===== src/rtl/can_tx_scheduler.sv =====
// rtl/can_tx_scheduler.sv - CAN transmit mailbox scheduler: lowest-ID arbitration, attempt tracking, bus intermission.
// Optional retry limit with per-mailbox abort and masking is enabled by defining CAN_RETRY_LIMIT_EN.
module can_tx_scheduler #(
  parameter int N_MBOX            = 4,
  parameter int CLKS_PER_BIT      = 10,
  parameter int INTERMISSION_BITS = 3,
  parameter int MAX_RETRY         = 8,
  localparam int SEL_W            = $clog2(N_MBOX)
) (
  input  logic                  Clock_TB,
  input  logic                  Reset,
  input  logic [N_MBOX-1:0]     i_Req,
  input  logic [11*N_MBOX-1:0]  i_ID,
  input  logic                  i_Tx_Done,
  input  logic                  i_Arb_Lost,
  input  logic                  i_Tx_Error,
  output logic                  o_Tx_Start,
  output logic [10:0]           o_Tx_ID,
  output logic [SEL_W-1:0]      o_Tx_Sel,
  output logic [N_MBOX-1:0]     o_Grant,
  output logic [N_MBOX-1:0]     o_Ack,
  output logic [N_MBOX-1:0]     o_Abort,
  output logic                  o_Busy
);

  localparam int IM_CYCLES = INTERMISSION_BITS * CLKS_PER_BIT;
  localparam int CNT_W     = $clog2(IM_CYCLES + 1);

  if (N_MBOX < 2 || N_MBOX > 8 || MAX_RETRY < 1 || MAX_RETRY > 15 || IM_CYCLES < 1) begin : g_param_check
    $error("can_tx_scheduler: parameter out of range");
  end

  typedef enum logic [1:0] {IDLE, START, WAIT_TX, INTERMISSION} state_t;

  state_t              r_state;
  state_t              w_next;
  logic                w_load;
  logic                w_done;
  logic                w_im_last;
  logic                w_found;
  logic [SEL_W-1:0]    w_win_sel;
  logic [10:0]         w_win_id;
  logic [N_MBOX-1:0]   w_eligible;

  logic [SEL_W-1:0]    r_sel;
  logic [10:0]         r_id;
  logic [N_MBOX-1:0]   r_grant;
  logic [N_MBOX-1:0]   r_ack;
  logic [CNT_W-1:0]    r_im_cnt;

`ifdef CAN_RETRY_LIMIT_EN
  logic [3:0]          r_retry [N_MBOX];
  logic [N_MBOX-1:0]   r_mask;
  logic [N_MBOX-1:0]   r_abort;
  logic                w_fail;
  logic [3:0]          w_retry_inc;

  assign w_eligible = i_Req & ~r_mask;
`else
  assign w_eligible = i_Req;
`endif

  // Strict less-than while scanning upward keeps the lowest index on equal IDs.
  always_comb begin
    w_found   = 1'b0;
    w_win_sel = '0;
    w_win_id  = '0;
    for (int k = 0; k < N_MBOX; k++) begin
      if (w_eligible[k] && (!w_found || (i_ID[11*k +: 11] < w_win_id))) begin
        w_found   = 1'b1;
        w_win_sel = SEL_W'(k);
        w_win_id  = i_ID[11*k +: 11];
      end
    end
  end

  assign w_im_last = (r_im_cnt == CNT_W'(IM_CYCLES - 1));

  always_ff @(posedge Clock_TB) begin
    if (Reset) begin
      r_state <= IDLE;
    end else begin
      r_state <= w_next;
    end
  end

  always_comb begin
    w_next = r_state;
    w_load = 1'b0;
    w_done = 1'b0;
    case (r_state)
      IDLE: begin
        if (w_found) begin
          w_load = 1'b1;
          w_next = START;
        end
      end
      START: w_next = WAIT_TX;
      WAIT_TX: begin
        if (i_Tx_Done) begin
          w_done = 1'b1;
          w_next = INTERMISSION;
        end else if (i_Arb_Lost || i_Tx_Error) begin
          w_next = INTERMISSION;
        end
      end
      INTERMISSION: begin
        if (w_im_last) begin
          w_next = IDLE;
        end
      end
      default: w_next = IDLE;
    endcase
  end

  always_ff @(posedge Clock_TB) begin
    if (Reset) begin
      r_sel    <= '0;
      r_id     <= '0;
      r_grant  <= '0;
      r_ack    <= '0;
      r_im_cnt <= '0;
    end else begin
      r_ack <= '0;
      if (w_load) begin
        r_sel   <= w_win_sel;
        r_id    <= w_win_id;
        r_grant <= N_MBOX'(1) << w_win_sel;
      end
      if (r_state == WAIT_TX && w_next == INTERMISSION) begin
        r_grant <= '0;
      end
      if (w_done) begin
        r_ack <= r_grant;
      end
      if (r_state == INTERMISSION && !w_im_last) begin
        r_im_cnt <= r_im_cnt + CNT_W'(1);
      end else begin
        r_im_cnt <= '0;
      end
    end
  end

`ifdef CAN_RETRY_LIMIT_EN
  // Done outranks arbitration loss, which outranks error.
  assign w_fail      = (r_state == WAIT_TX) && !i_Tx_Done && !i_Arb_Lost && i_Tx_Error;
  assign w_retry_inc = (r_retry[r_sel] == 4'hF) ? 4'hF : (r_retry[r_sel] + 4'd1);

  always_ff @(posedge Clock_TB) begin
    if (Reset) begin
      for (int k = 0; k < N_MBOX; k++) begin
        r_retry[k] <= '0;
      end
      r_mask  <= '0;
      r_abort <= '0;
    end else begin
      r_abort <= '0;
      for (int k = 0; k < N_MBOX; k++) begin
        if (!i_Req[k]) begin
          r_mask[k] <= 1'b0;
        end
      end
      if (w_done) begin
        r_retry[r_sel] <= '0;
      end else if (w_fail) begin
        if (w_retry_inc == 4'(MAX_RETRY)) begin
          r_retry[r_sel] <= '0;
          r_abort        <= r_grant;
          r_mask[r_sel]  <= 1'b1;
        end else begin
          r_retry[r_sel] <= w_retry_inc;
        end
      end
    end
  end

  assign o_Abort = r_abort;
`else
  assign o_Abort = '0;
`endif

  assign o_Tx_Start = (r_state == START);
  assign o_Tx_ID    = r_id;
  assign o_Tx_Sel   = r_sel;
  assign o_Grant    = r_grant;
  assign o_Ack      = r_ack;
  assign o_Busy     = (r_state != IDLE);

endmodule


===== config.mk =====
export PLATFORM = sky130hd
export DESIGN_NAME = can_tx_scheduler
export DESIGN_NICKNAME = d
export VERILOG_FILES = /design/src/rtl/can_tx_scheduler.sv
export SDC_FILE = /design/constraint.sdc
export NUM_CORES = 1
export LEC_CHECK = 0
export CAP_MARGIN = 20
export CORE_MARGIN = 5
export CORE_UTILIZATION = 42
export CTS_CLUSTER_SIZE = 14
export DETAILED_ROUTE_END_ITERATION = 12
export PLACE_DENSITY_LB_ADDON = 0.1
export SKIP_LAST_GASP = 1
export SYNTH_ARGS = -nofsm -noshare
export SYNTH_HDL_FRONTEND = slang
export SYNTH_SLANG_ARGS = --single-unit

===== constraint.sdc =====
create_clock -name Clock_TB -period 6.3 [get_ports Clock_TB]
set_clock_uncertainty 0.2 [all_clocks]
set_input_delay 1.26 -clock Clock_TB [delete_from_list [all_inputs] [get_ports Clock_TB]]
set_output_delay 1.26 -clock Clock_TB [all_outputs]
set_load 0.01 [all_outputs]

======== Yosys cells after proc, flatten, opt, wreduce, memory -nomap -nowiden ========
Cells that the tools add are included.
word-level totals
  register bits after elaboration ......... 28
  latch bits .............................. 0
  memory bits (writable) .................. 0
  memory bits (read-only) ................. 0
  input port bits ......................... 53
  output and inout port bits .............. 27
  logic and storage cells ................. 56
  memories kept ........................... 0
operators by class
  $add $sub $neg .......................... 1
  multiply operators ...................... 0
  div/mod/pow operators ................... 0
  order comparisons ....................... 3
  equality and inequality tests ........... 5
  shifts and indexed selects .............. 1
  mux-type cells .......................... 20
  bitwise operators ....................... 2
  reductions and logical operators ........ 18
operators with widths
  operator               count
  $mux W11               4
  $lt A11 B11 Y1         3
  $mux W2                6
  $mux W1                9
  $pmux W2 S4            1
  $eq A2 B2 Y1 const B   3
  $reduce_or A2 Y1       3
  $add A5 B1 Y5 const B  1
  $eq A5 B5 Y1 const B   1
  $logic_and A1 B1 Y1    5
  $logic_not A1 Y1       4
  $logic_or A1 B1 Y1     4
  $shl A1 B2 Y4 const A  1
  $eq A2 B1 Y1 const B   1
  $logic_not A2 Y1       1
  $not A1 Y1             2
  $reduce_bool A2 Y1     1

======== Depth between registers and ports, before layout ========
  word-level depth ........................ 18
  mapped depth ............................ 29

======== Worst setup path before layout ========
OpenSTA, ideal clock, no wires.
  path type ............................... in2reg
  start ................................... input i_Req[0]
  end ..................................... register r_id[4], in the netlist o_Tx_ID[4]
  data arrival time ....................... 6.640 ns
  required time ........................... 6.012 ns
  slack ................................... -0.629 ns
  cell stages on the path ................. 27
  buffers on the path ..................... 6
  cells stage by stage .................... buf_4 > clkbuf_1 > nand2_1 > ha_1 > nand4_1 > o31a_1 > a2bb2oi_1 > buf_2 > mux2_2 > ha_1 > o211ai_2 > nor3_2 > nand3_1 > a221oi_1 > or2_1 > buf_2 > clkbuf_1 > o21ai_0 > ha_1 > nand2_1 > nor3_1 > o211ai_2 > or3_1 > o211ai_4 > buf_12 > o211ai_2 > a311oi_2
on the way
  word-level cells in the longest chain between the ends .. 15
  elaborated cells between the ends (all ways) .. 22
  those cells by class .................... order compare: 3; mux: 10; reduce/logical: 9
RTL lines
  what                                                RTL line  text
  start, declared                                     12        input logic [N_MBOX-1:0] i_Req,
  $mux W11 or $mux W1 (tied branches)                 69        if (w_eligible[k] && (!w_found || (i_ID[11*k +: 11] < w_win_id))) begin
  $lt A11 B11 Y1 or $logic_not A1 Y1 (tied branches)  69
  $logic_or A1 B1 Y1                                  69
  $logic_and A1 B1 Y1                                 69
  $mux W11 or $mux W1 (tied branches)                 69
  $lt A11 B11 Y1 or $logic_not A1 Y1 (tied branches)  69
  $logic_or A1 B1 Y1                                  69
  $logic_and A1 B1 Y1                                 69
  $mux W11 or $mux W1 (tied branches)                 69
  $lt A11 B11 Y1 or $logic_not A1 Y1 (tied branches)  69
  $logic_or A1 B1 Y1                                  69
  $logic_and A1 B1 Y1                                 69
  $mux W1                                             69
  $mux W1                                             93        if (w_found) begin
  $mux W1                                             91        case (r_state)
  end signal, assigned                                127       r_id <= w_win_id;
  end, declared                                       46        logic [10:0] r_id;
Several ways; a longest one is shown, not always the timed one.
A chain may end at the register's enable or synchronous reset.

======== Worst setup path after layout ========
  start ................................... input i_Req[0]
  end ..................................... register r_id[3], in the netlist o_Tx_ID[3]
The elaborated chain is that of the path after synthesis.

==> results.py <==
metrics = {
    "die": {
        "dieArea_um2": 7540,
        "rows": 28,
        "initial_core_util": 0.426,
        "ios": 80,
        "design.core.area_um2": 5820,
        "die_h_um": 86.8,
        "die_w_um": 86.8,
    },
    "cts": {
        "cts_root_buf": "clkbuf_8",
        "cts_tree": "done",
        "numCtsBuffers": 3,
        "h-tree-depth": 1,
        "clk_latency_ns": 0.27,
        "clock-sinks": 28,
        "ctsHoldBuffers": 0,
        "path_clk_slew_ns": 0.10,
        "clock_tree.buffer_depth": 2,
    },
    "power": {
        "powerDensity_nw_per_um2": 194,
        "p_sw_uw": 308,
        "p_leak_nw": 1.93,
        "swShare": 0.354,
        "p_int_uw": 561,
        "p_clk_frac": 0.161,
        "worst_ir_drop_vdd_uv": 181,
        "combPwrFrac": 0.578,
        "seqPwrFrac": 0.260,
        "totalPowerFinal_uw": 869,
    },
    "placement": {
        "gp_congestion": 0.932,
        "placed_area_um2": 3750,
        "dp_hpwl_mm": 6.15,
        "placed_cells": 481,
        "io_buffers": 75,
    },
    "finish": {
        "final_cell_mix": "97 x buf_4, 54 x clkdlybuf4s50_1, 28 x dfxtp_1, 26 x nor2_1, 20 x dlygate4sd2_1",
        "finalNonFillerCells": 539,
        "nets": 550,
        "final_common_cell": "buf_4",
        "drive_gt1_frac": 0.403,
        "final_core_util": 0.771,
        "syn_to_final_growth_pct": 80.8,
        "design_area_um2": 4480,
        "n_antenna_cell": 0,
    },
    "synth": {
        "synthArstFlopShare": 0,
        "yosysWarningCount": 0,
        "synth_seq_cells": 28,
        "netlist-cell-type-count": 55,
        "ys_seq_area_frac": 0.226,
        "ys.flop_type": "dfxtp_1",
        "syn_avg_cell_area_um2": 8.35,
        "postSynthCellCount": 297,
        "synth_edf_count": 0,
        "synth.cell_area_um2": 2480,
    },
    "drt": {
        "postRouteAntennaNets": 0,
        "drt_wl_total_mm": 8.89,
        "drt_iter0_markers": 208,
        "via_per_inst": 5.38,
        "vias": 2902,
        "wl_per_cell_um": 16.5,
        "firstDrtPassIters": 4,
        "drc": 0,
    },
    "timing": {
        "hold_viol": 0,
        "max_slew_margin": 0.447,
        "worst_pin_slew_ns": 0.828,
        "max_freq_ghz": 0.157,
        "fin_hold_ws_ns": 0.272,
        "min_period_ns": 6.39,
        "setup_viol": 11,
        "min_period_over_period": 1.01,
        "grt_setup_unrepaired": "yes",
        "slew_violations": 0,
        "setup_ws_ns": -0.0856,
    },
    "run": {
        "cap_violations": 0,
    },
    "global_routing": {
        "grt_pass1_vias": 2978,
        "grt_max_degree": 25,
        "grt_antenna_before_repair": 0,
        "grtUsageTotal": 0.237,
        "grt_pass1_wl_mm": 14.5,
        "grt_overflow": 0,
    },
    "setup_path": {
        "crit_fanout": 8,
        "cp-start-kind": "primary input",
        "required_ns": 6.27,
        "criticalPathCategory": "in2reg",
        "cp-end-kind": "flop",
        "worstPathArrival_ns": 6.36,
    },
    "run_status": {
        "failed_checks": "setup timing",
        "status": "finished, violations left",
    },
    "min_path": {
        "min_path_type": "reg2reg",
    },
}
## per-layer routing
metal  vias up  share of wire  track usage
met3        13          0.050       0.0238
met1      1363           0.44        0.305
met5         -              0            0
li1       1434              -            -
met2        92           0.49        0.419
met4         0          0.019       0.0609
## Yosys cell counts (3+ instances only)
cell type,n,area share
ha_1,32,0.16
a311oi_1,5,0.018
and2_1,5,0.013
nand4_1,5,0.013
a21oi_1,13,0.026
o211ai_1,4,0.012
o21ai_0,26,0.052
buf_2,3,0.0061
clkbuf_1,7,0.011
a31oi_1,4,0.010
a211oi_1,4,0.012
o21a_1,3,0.0091
a311oi_2,6,0.036
nor2_1,26,0.039
nor3_1,5,0.010
nand3_1,17,0.034
buf_4,6,0.018
o211ai_2,8,0.040
a21o_1,4,0.012
dfxtp_1,28,0.23
inv_1,18,0.027
nand2_1,19,0.029
mux2_2,10,0.045
## sequential cells by signal (all words and copies together) (netlist names)
register,count
o_Ack,4
o_Grant,4
o_Tx_ID,11
o_Tx_Sel,2
r_im_cnt,5
r_state,2
## power by group through the flow
stage                     registers (mW)  clock network [mW]  logic (mW)
after CTS                          0.226               0.142       0.483
final                              0.226               0.140       0.503
after global routing               0.232               0.151       0.547
after detailed placement           0.231                   0       0.435
after floorplan                    0.241                   0       0.235
after global placement             0.229                   0       0.430
## worst max-delay path: stages
cell       delay, ns
buf_6           0.07
buf_12          0.11
buf_12          0.13
nand2_4         0.06
ha_4            0.29
nand4_1         0.10
o31a_1          0.36
a2bb2oi_4       0.19
buf_6           0.16
mux2_4          0.32
ha_4            0.23
a211oi_2        0.23
o21ai_1         0.10
a21oi_1         0.16
nand2_1         0.15
buf_4           0.19
o21ai_1         0.24
o21ai_2         0.11
ha_4            0.28
nand2_2         0.06
nor3_2          0.19
o211ai_2        0.13
or3_4           0.42
o211ai_4        0.28
buf_12          0.17
o211ai_1        0.10
a311oi_1        0.25
## cell type report
| type | instances | area [um2] |
|---|---|---|
| multi-input combinational | 235 | 2120 |
| timing repair buffer | 179 | 1570 |
| fill | 418 | 1330 |
| sequential | 28 | 561 |
| tap | 75 | 93.8 |
| inverter | 18 | 67.6 |
| clock buffer | 3 | 41.3 |
| clock inverter | 1 | 30.0 |
## stage by stage
| stage | worst slack (ns) | setup TNS, ns |
|---|---|---|
| 2_1_floorplan | -0.0171 | -0.0171 |
| 3_3_place_gp | -0.774 | -11.72 |
| 3_5_place_dp | -0.806 | -12.25 |
| 4_1_cts | 0.00437 | 0 |
| 5_1_grt | -0.366 | -4.24 |
| 6_report | -0.0856 | -0.472 |
## logic make-up (layout without fill, tap and decap cells)
family / count (synthesis) / in the layout / synth area share
flops: 28 / 28 / 0.226
xor+xnor: 3 / 3 / 0.0106
fa+ha+maj: 32 / 32 / 0.161
mux: 10 / 10 / 0.0454
other cells: 1 / 4 / 0.00151
simple gates: 91 / 91 / 0.178
compound gates: 95 / 95 / 0.301
buf+inv: 37 / 201 / 0.0762
## path summary, 6_finish.rpt
| path | endpoint | slack, ns | startpoint | depth (start not counted) |
|---|---|---|---|---|
| setup / recovery | o_Tx_ID[3] | -0.09 | i_Req[0] | 27 |
| hold / removal | o_Grant[3] | 0.27 | o_Grant[3] | 2 |
| hold reg to reg | o_Grant[3] | 0.27 | o_Grant[3] | 2 |
| setup reg to reg | o_Tx_ID[8] | 4.57 | r_state[0] | 6 |
## timing repair
action                                 4_1_cts  5_1_grt
setup endpoints to repair                   17       17
pin swaps                                   39       25
resized for setup                           66       10
setup buffers                               51        3
endpoints found under the hold margin        0        0
No activity file was read; power rests on OpenSTA's default activity.
